`src/rtl/alu_rs.sv`:
```
// rtl/alu_rs.sv - collapsing-queue reservation station for the integer ALU issue port
// Optional checks compiled in with ALU_RS_ASSERT_EN.
module alu_rs #(
  parameter int DEPTH = 8,
  parameter int TAG_W = 6
) (
  input  logic                       clk,
  input  logic                       rst_n,
  input  logic                       flush,
  input  logic                       disp_valid,
  output logic                       disp_ready,
  input  logic [3:0]                 disp_ctrl,
  input  logic                       disp_alusrc,
  input  logic [31:0]                disp_imm,
  input  logic [TAG_W-1:0]           disp_dst_tag,
  input  logic                       disp_src1_rdy,
  input  logic                       disp_src2_rdy,
  input  logic [TAG_W-1:0]           disp_src1_tag,
  input  logic [TAG_W-1:0]           disp_src2_tag,
  input  logic [31:0]                disp_src1_val,
  input  logic [31:0]                disp_src2_val,
  input  logic                       cdb_valid,
  input  logic [TAG_W-1:0]           cdb_tag,
  input  logic [31:0]                cdb_data,
  input  logic                       issue_ready,
  output logic                       issue_valid,
  output logic [31:0]                issue_rs1,
  output logic [31:0]                issue_rs2,
  output logic [31:0]                issue_imm,
  output logic                       issue_alusrc,
  output logic [3:0]                 issue_ctrl,
  output logic [TAG_W-1:0]           issue_dst_tag,
  output logic [$clog2(DEPTH+1)-1:0] occupancy
);

  localparam int OCC_W = $clog2(DEPTH + 1);
  localparam logic [OCC_W-1:0] DEPTH_C = OCC_W'(DEPTH);

  typedef struct packed {
    logic             valid;
    logic [3:0]       ctrl;
    logic             alusrc;
    logic [31:0]      imm;
    logic [TAG_W-1:0] dst;
    logic             s1_rdy;
    logic [TAG_W-1:0] s1_tag;
    logic [31:0]      s1_val;
    logic             s2_rdy;
    logic [TAG_W-1:0] s2_tag;
    logic [31:0]      s2_val;
  } ent_t;

  ent_t             ent_q [DEPTH];
  ent_t             ent_d [DEPTH];
  ent_t             ent_ext [DEPTH+1];
  logic [OCC_W-1:0] occ_q, occ_d;

  ent_t sel_ent;
  ent_t new_ent;
  ent_t shifted;
  logic any_rdy;
  logic fire;
  logic disp_acc;
  int   sel_i;
  int   tail_i;

  function automatic ent_t wake(input ent_t e, input logic cv,
                                input logic [TAG_W-1:0] ct, input logic [31:0] cd);
    ent_t r;
    r = e;
    if (cv && r.valid) begin
      if (!r.s1_rdy && r.s1_tag == ct) begin
        r.s1_rdy = 1'b1;
        r.s1_val = cd;
      end
      if (!r.s2_rdy && r.s2_tag == ct) begin
        r.s2_rdy = 1'b1;
        r.s2_val = cd;
      end
    end
    return r;
  endfunction

  assign disp_ready = (occ_q < DEPTH_C);
  assign occupancy  = occ_q;

  // Oldest ready entry wins; scan from the top so the lowest index is kept.
  always_comb begin
    sel_ent = '0;
    sel_i   = 0;
    any_rdy = 1'b0;
    for (int i = DEPTH - 1; i >= 0; i--) begin
      if (ent_q[i].valid && ent_q[i].s1_rdy && (ent_q[i].s2_rdy || ent_q[i].alusrc)) begin
        sel_ent = ent_q[i];
        sel_i   = i;
        any_rdy = 1'b1;
      end
    end
  end

  always_comb begin
    issue_valid   = any_rdy && !flush;
    issue_rs1     = sel_ent.s1_val;
    issue_rs2     = sel_ent.s2_val;
    issue_imm     = sel_ent.imm;
    issue_alusrc  = sel_ent.alusrc;
    issue_ctrl    = sel_ent.ctrl;
    issue_dst_tag = sel_ent.dst;
  end

  always_comb begin
    fire     = issue_valid && issue_ready;
    disp_acc = disp_valid && disp_ready && !flush;
    tail_i   = int'(occ_q) - (fire ? 1 : 0);

    new_ent        = '0;
    new_ent.valid  = 1'b1;
    new_ent.ctrl   = disp_ctrl;
    new_ent.alusrc = disp_alusrc;
    new_ent.imm    = disp_imm;
    new_ent.dst    = disp_dst_tag;
    new_ent.s1_rdy = disp_src1_rdy;
    new_ent.s1_tag = disp_src1_tag;
    new_ent.s1_val = disp_src1_rdy ? disp_src1_val : 32'd0;
    new_ent.s2_rdy = disp_src2_rdy;
    new_ent.s2_tag = disp_src2_tag;
    new_ent.s2_val = disp_src2_rdy ? disp_src2_val : 32'd0;
    new_ent        = wake(new_ent, cdb_valid, cdb_tag, cdb_data);

    for (int i = 0; i < DEPTH; i++) ent_ext[i] = ent_q[i];
    ent_ext[DEPTH] = '0;

    shifted = '0;
    for (int i = 0; i < DEPTH; i++) begin
      shifted  = (fire && i >= sel_i) ? ent_ext[i+1] : ent_ext[i];
      ent_d[i] = wake(shifted, cdb_valid, cdb_tag, cdb_data);
      if (disp_acc && i == tail_i) ent_d[i] = new_ent;
      if (flush) ent_d[i] = '0;
    end

    occ_d = occ_q - OCC_W'(fire) + OCC_W'(disp_acc);
    if (flush) occ_d = '0;
  end

  always_ff @(posedge clk or negedge rst_n) begin
    if (!rst_n) begin
      occ_q <= '0;
      for (int i = 0; i < DEPTH; i++) ent_q[i] <= '0;
    end else begin
      occ_q <= occ_d;
      for (int i = 0; i < DEPTH; i++) ent_q[i] <= ent_d[i];
    end
  end

`ifdef ALU_RS_ASSERT_EN
  a_occ_max: assert property (@(posedge clk) disable iff (!rst_n) occ_q <= DEPTH_C);
  a_no_overflow_disp: assert property (@(posedge clk) disable iff (!rst_n)
    disp_valid |-> disp_ready);
  a_issue_ready: assert property (@(posedge clk) disable iff (!rst_n)
    issue_valid |-> (sel_ent.valid && sel_ent.s1_rdy && (sel_ent.s2_rdy || sel_ent.alusrc)));
  a_legal_ctrl: assert property (@(posedge clk) disable iff (!rst_n)
    issue_valid |-> (issue_ctrl inside {4'b0000, 4'b0001, 4'b0010, 4'b0011, 4'b0110, 4'b1110}));
  for (genvar g = 0; g < DEPTH; g++) begin : g_contig
    a_contig: assert property (@(posedge clk) disable iff (!rst_n)
      ent_q[g].valid == (g < int'(occ_q)));
  end
`else
`endif

endmodule

```
`config.mk`:
```
export PLATFORM = sky130hd
export DESIGN_NAME = alu_rs
export DESIGN_NICKNAME = d
export VERILOG_FILES = /design/src/rtl/alu_rs.sv
export SDC_FILE = /design/constraint.sdc
export NUM_CORES = 2
export LEC_CHECK = 0
export ABC_AREA = 1
export ABC_CLOCK_PERIOD_IN_PS = 3200
export BUFFER_PORTS_ARGS = -buffer_cell sky130_fd_sc_hd__clkbuf_2
export CORE_MARGIN = 5
export CORE_UTILIZATION = 35
export DETAILED_ROUTE_END_ITERATION = 8
export MAX_ROUTING_LAYER = met4
export PLACE_DENSITY_LB_ADDON = 0.08
export SLEW_MARGIN = 20
export SYNTH_ARGS = -nofsm -noshare
export SYNTH_HDL_FRONTEND = slang
export SYNTH_SLANG_ARGS = --single-unit
```
`constraint.sdc`:
```
create_clock -name clk -period 3.2 [get_ports clk]
set_clock_uncertainty 0.2 [all_clocks]
set_input_delay 0.32 -clock clk [delete_from_list [all_inputs] [get_ports clk]]
set_output_delay 0.32 -clock clk [all_outputs]
set_load 0.005 [all_outputs]
```
==> results.json <==
{
  "outcome": "finished with violations",
  "violations": "setup timing",
  "clk_pin_slew_worst_paths_ns": 0.06,
  "dpl_cell_area_um2": 76800,
  "grt_pass1_wl_mm": 502,
  "timing.final.ws_setup_ns": -0.533,
  "finalSetupViolCount": 1024,
  "vias": 77500,
  "async_flop_share_pct": 100,
  "final_util_pct": 47.4,
  "place.gp.congestion": 0.907,
  "worstPathRequired_ns": 2.68,
  "worstPathMaxFanout": 5,
  "finalPower_mw": 34.3,
  "met2_length_mm": 160,
  "grt_max_degree": 194,
  "cts-root-buf": "clkbuf_16",
  "die_x_um": 450,
  "p_sw_share_pct": 31.7,
  "num-fill-cells": 19300,
  "cts_buffer_depth": 3,
  "cp_slowest_cell": "dfrtp_1",
  "rsz0062_at_grt": "yes",
  "initialDrtViolationCount": 8888,
  "start_util_pct": 35.2,
  "cts.sinks": 980,
  "io_pins": 278,
  "die_area_um2": 203000,
  "drc": 0,
  "final_common_cell": "inv_1",
  "drive_gt1_share_pct": 18.0,
  "cp-end-kind": "output pin",
  "cp-start-kind": "flop",
  "p_comb_share_pct": 17.1,
  "antenna_found_initial": 16,
  "htreeDepth": 4,
  "seq_area_frac_synth_pct": 36.2,
  "p_switching_mw": 10.8,
  "synth_fp_nets": 10600,
  "synthCells": 10500,
  "yosys_register_bits": 980,
  "cp.arrival_ns": 3.21,
  "critPathMaxStageDelay_ns": 0.40,
  "yosys_warnings": 0,
  "hpwl_mm": 204,
  "irDropWorstVdd_uv": 432,
  "tightest_slew_ns": 1.21,
  "hold_class": "input pin to flop",
  "synth_cell_types": 47,
  "fin_area_um2": 91300,
  "routedWlPerCell_um": 26.3,
  "p_int_mw": 23.4,
  "relSlewSlack_pct": 19.3,
  "grt_usage_pct": 33.8,
  "drt-total-wl_mm": 360,
  "worstPathCellList": "nor2_4 -> nor2_4 -> nand2_4 -> buf_12 -> clkinv_16 -> buf_12 -> buf_16 -> buf_4 -> a221oi_4 -> o221ai_2 -> o21ai_1 -> o221ai_2 -> buf_6 -> clkbuf_2",
  "insertion_delay_ns": 0.83,
  "most-common-layout-cells": "inv_1 (2083), nand2_1 (1976), o21ai_0 (1414)",
  "cts_buffers": 134,
  "powerDensity_nw_per_um2": 375,
  "pwr-share-clk_pct": 43.7,
  "firstDrtPassIters": 7,
  "cap_violations": 0,
  "seqPwrFrac_pct": 39.2,
  "top_layer_used": "met4",
  "drt-met1-wl_mm": 144,
  "drt-vias-per-instance": 5.65,
  "syn_area_per_cell_um2": 6.48,
  "overflow": 0,
  "nNetsFinal": 11300,
  "die_height_um": 450,
  "met3_length_mm": 34.5,
  "leakagePower_nw": 49.8,
  "min_period_ns": 3.73,
  "netlist_area_um2": 67800,
  "synth_edf_count": 0,
  "report.final.slew_viol_count": 0,
  "area_growth_pct": 34.7,
  "core_um2": 193000,
  "fin_crit_sh_pct": 117,
  "hold_ws_ns": 0.0511,
  "rows": 161,
  "final_hold_viol_count": 0,
  "worst-setup-path-type": "flop to output pin",
  "grt_pass1_vias": 72000,
  "max_freq_ghz": 0.268,
  "portBuffers": 277,
  "antenna_left": 0,
  "synth-main-ff-cell": "dfrtp_1",
  "cts_tree": "built"
}
-- synthesized netlist by cell type (9+ instances only) --
cell type | number | area [um^2]
o21ai_1 | 77 | 385
nor2_2 | 11 | 68.8
nor3_1 | 11 | 55.1
nand3_1 | 1158 | 5800
o21ai_0 | 1622 | 8120
nand2_2 | 18 | 113
clkbuf_1 | 684 | 2570
buf_1 | 61 | 229
a221oi_1 | 72 | 631
inv_2 | 20 | 75.1
nand2_1 | 2031 | 7620
xor2_1 | 17 | 149
o221ai_1 | 193 | 1690
nor2_4 | 9 | 101
nand4_1 | 99 | 619
o311ai_0 | 35 | 307
o211ai_1 | 150 | 1130
nor2_1 | 316 | 1190
nand3b_1 | 19 | 143
buf_2 | 129 | 646
inv_1 | 2102 | 7890
a21oi_1 | 402 | 2010
dfrtp_1 | 980 | 24500
a31oi_1 | 32 | 200
o22ai_1 | 81 | 507
o31ai_1 | 69 | 518
-- critical path, delay by kind of cell (launching register included) --
family	cells	cell delay, ns
buf+inv	7	0.94
compound gates	4	0.73
flops	1	0.40
simple gates	3	0.29
-- power by group through the flow --
stage	logic [mW]	clock network, mW	registers, mW
finish	5.85	15.0	13.4
global route	6.40	15.7	13.5
CTS	5.68	15.2	13.4
detailed placement	5.38	0	13.6
global placement	5.33	0	13.6
floorplan	2.90	0	13.5
-- cell type report --
cell class	instances	area [um^2]	area share, %
repair inverters	1	11.3	0.0123
clock inverters	30	390	0.428
inverters	2128	8100	8.88
clock buffers	203	3850	4.22
repair buffers	1375	15600	17.1
well taps	2526	3160	3.46
multi-input cells	6467	35600	39.0
diodes	18	45.0	0.0493
flip-flops and latches	980	24500	26.9
-- kinds of logic (layout without fill, tap and decap cells) --
family / Yosys count / after routing / share of synthesized area [%]
xor gates and xnor gates: 18 / 18 / 0.233
other: 0 / 18 / 0
DFF: 980 / 980 / 36.2
adders and majority gates: 9 / 9 / 0.177
AOI/OAI and AO/OA: 2739 / 2739 / 23.0
buffers and inverters: 3011 / 3737 / 17.0
and+or+nand+nor: 3697 / 3700 / 23.5
muxes: 1 / 1 / 0.0148
-- layer usage --
| layer | global-route usage (%) | up-vias |
|---|---|---|
| li1 | - | 35200 |
| met1 | 42.9 | 37300 |
| met2 | 52.3 | 4026 |
| met3 | 6.46 | 969 |
| met4 | 15.7 | 0 |
| met5 | - | - |
-- state kept, by name, summed over array words and instances, names as in the netlist --
signal,cells
ent_ext,976
occupancy,4
-- per-stage QoR --
| stage | setup WS [ns] | setup TNS (ns) | instances |
|---|---|---|---|
| after floorplan | -0.0169 | -0.676 | 10500 |
| after global placement | -0.424 | -52.01 | 13100 |
| after detailed placement | -0.459 | -76.06 | 13100 |
| after CTS | -0.499 | -132.43 | 13600 |
| after global routing | -0.586 | -327.14 | 13700 |
| final | -0.533 | -163.73 | 13700 |
-- path summary, 6_finish.rpt --
check                                endpoint        startpoint  slack [ns]  cells after the start
worst max-delay path            issue_rs1[27]      ent_ext[238]       -0.53                     14
worst min-delay path             ent_ext[131]  disp_src2_val[9]        0.05                      6
worst max register to register   ent_ext[504]      ent_ext[321]       -0.35                     27
worst min register to register  ent_ext[1074]     ent_ext[1074]        0.31                      2
max in group asynchronous        ent_ext[906]             rst_n        2.06                      4
min in group asynchronous        ent_ext[152]             rst_n        0.06                      3
-- timing repair --
item	in CTS	in global routing
hold buffers	119	0
gates resized for setup	720	449
pin swaps	122	132
setup endpoints to repair	910	1083
gates cloned	69	48
endpoints found under the hold margin	1585	0
setup buffers	73	91
Power figures use the tool's default switching activity.
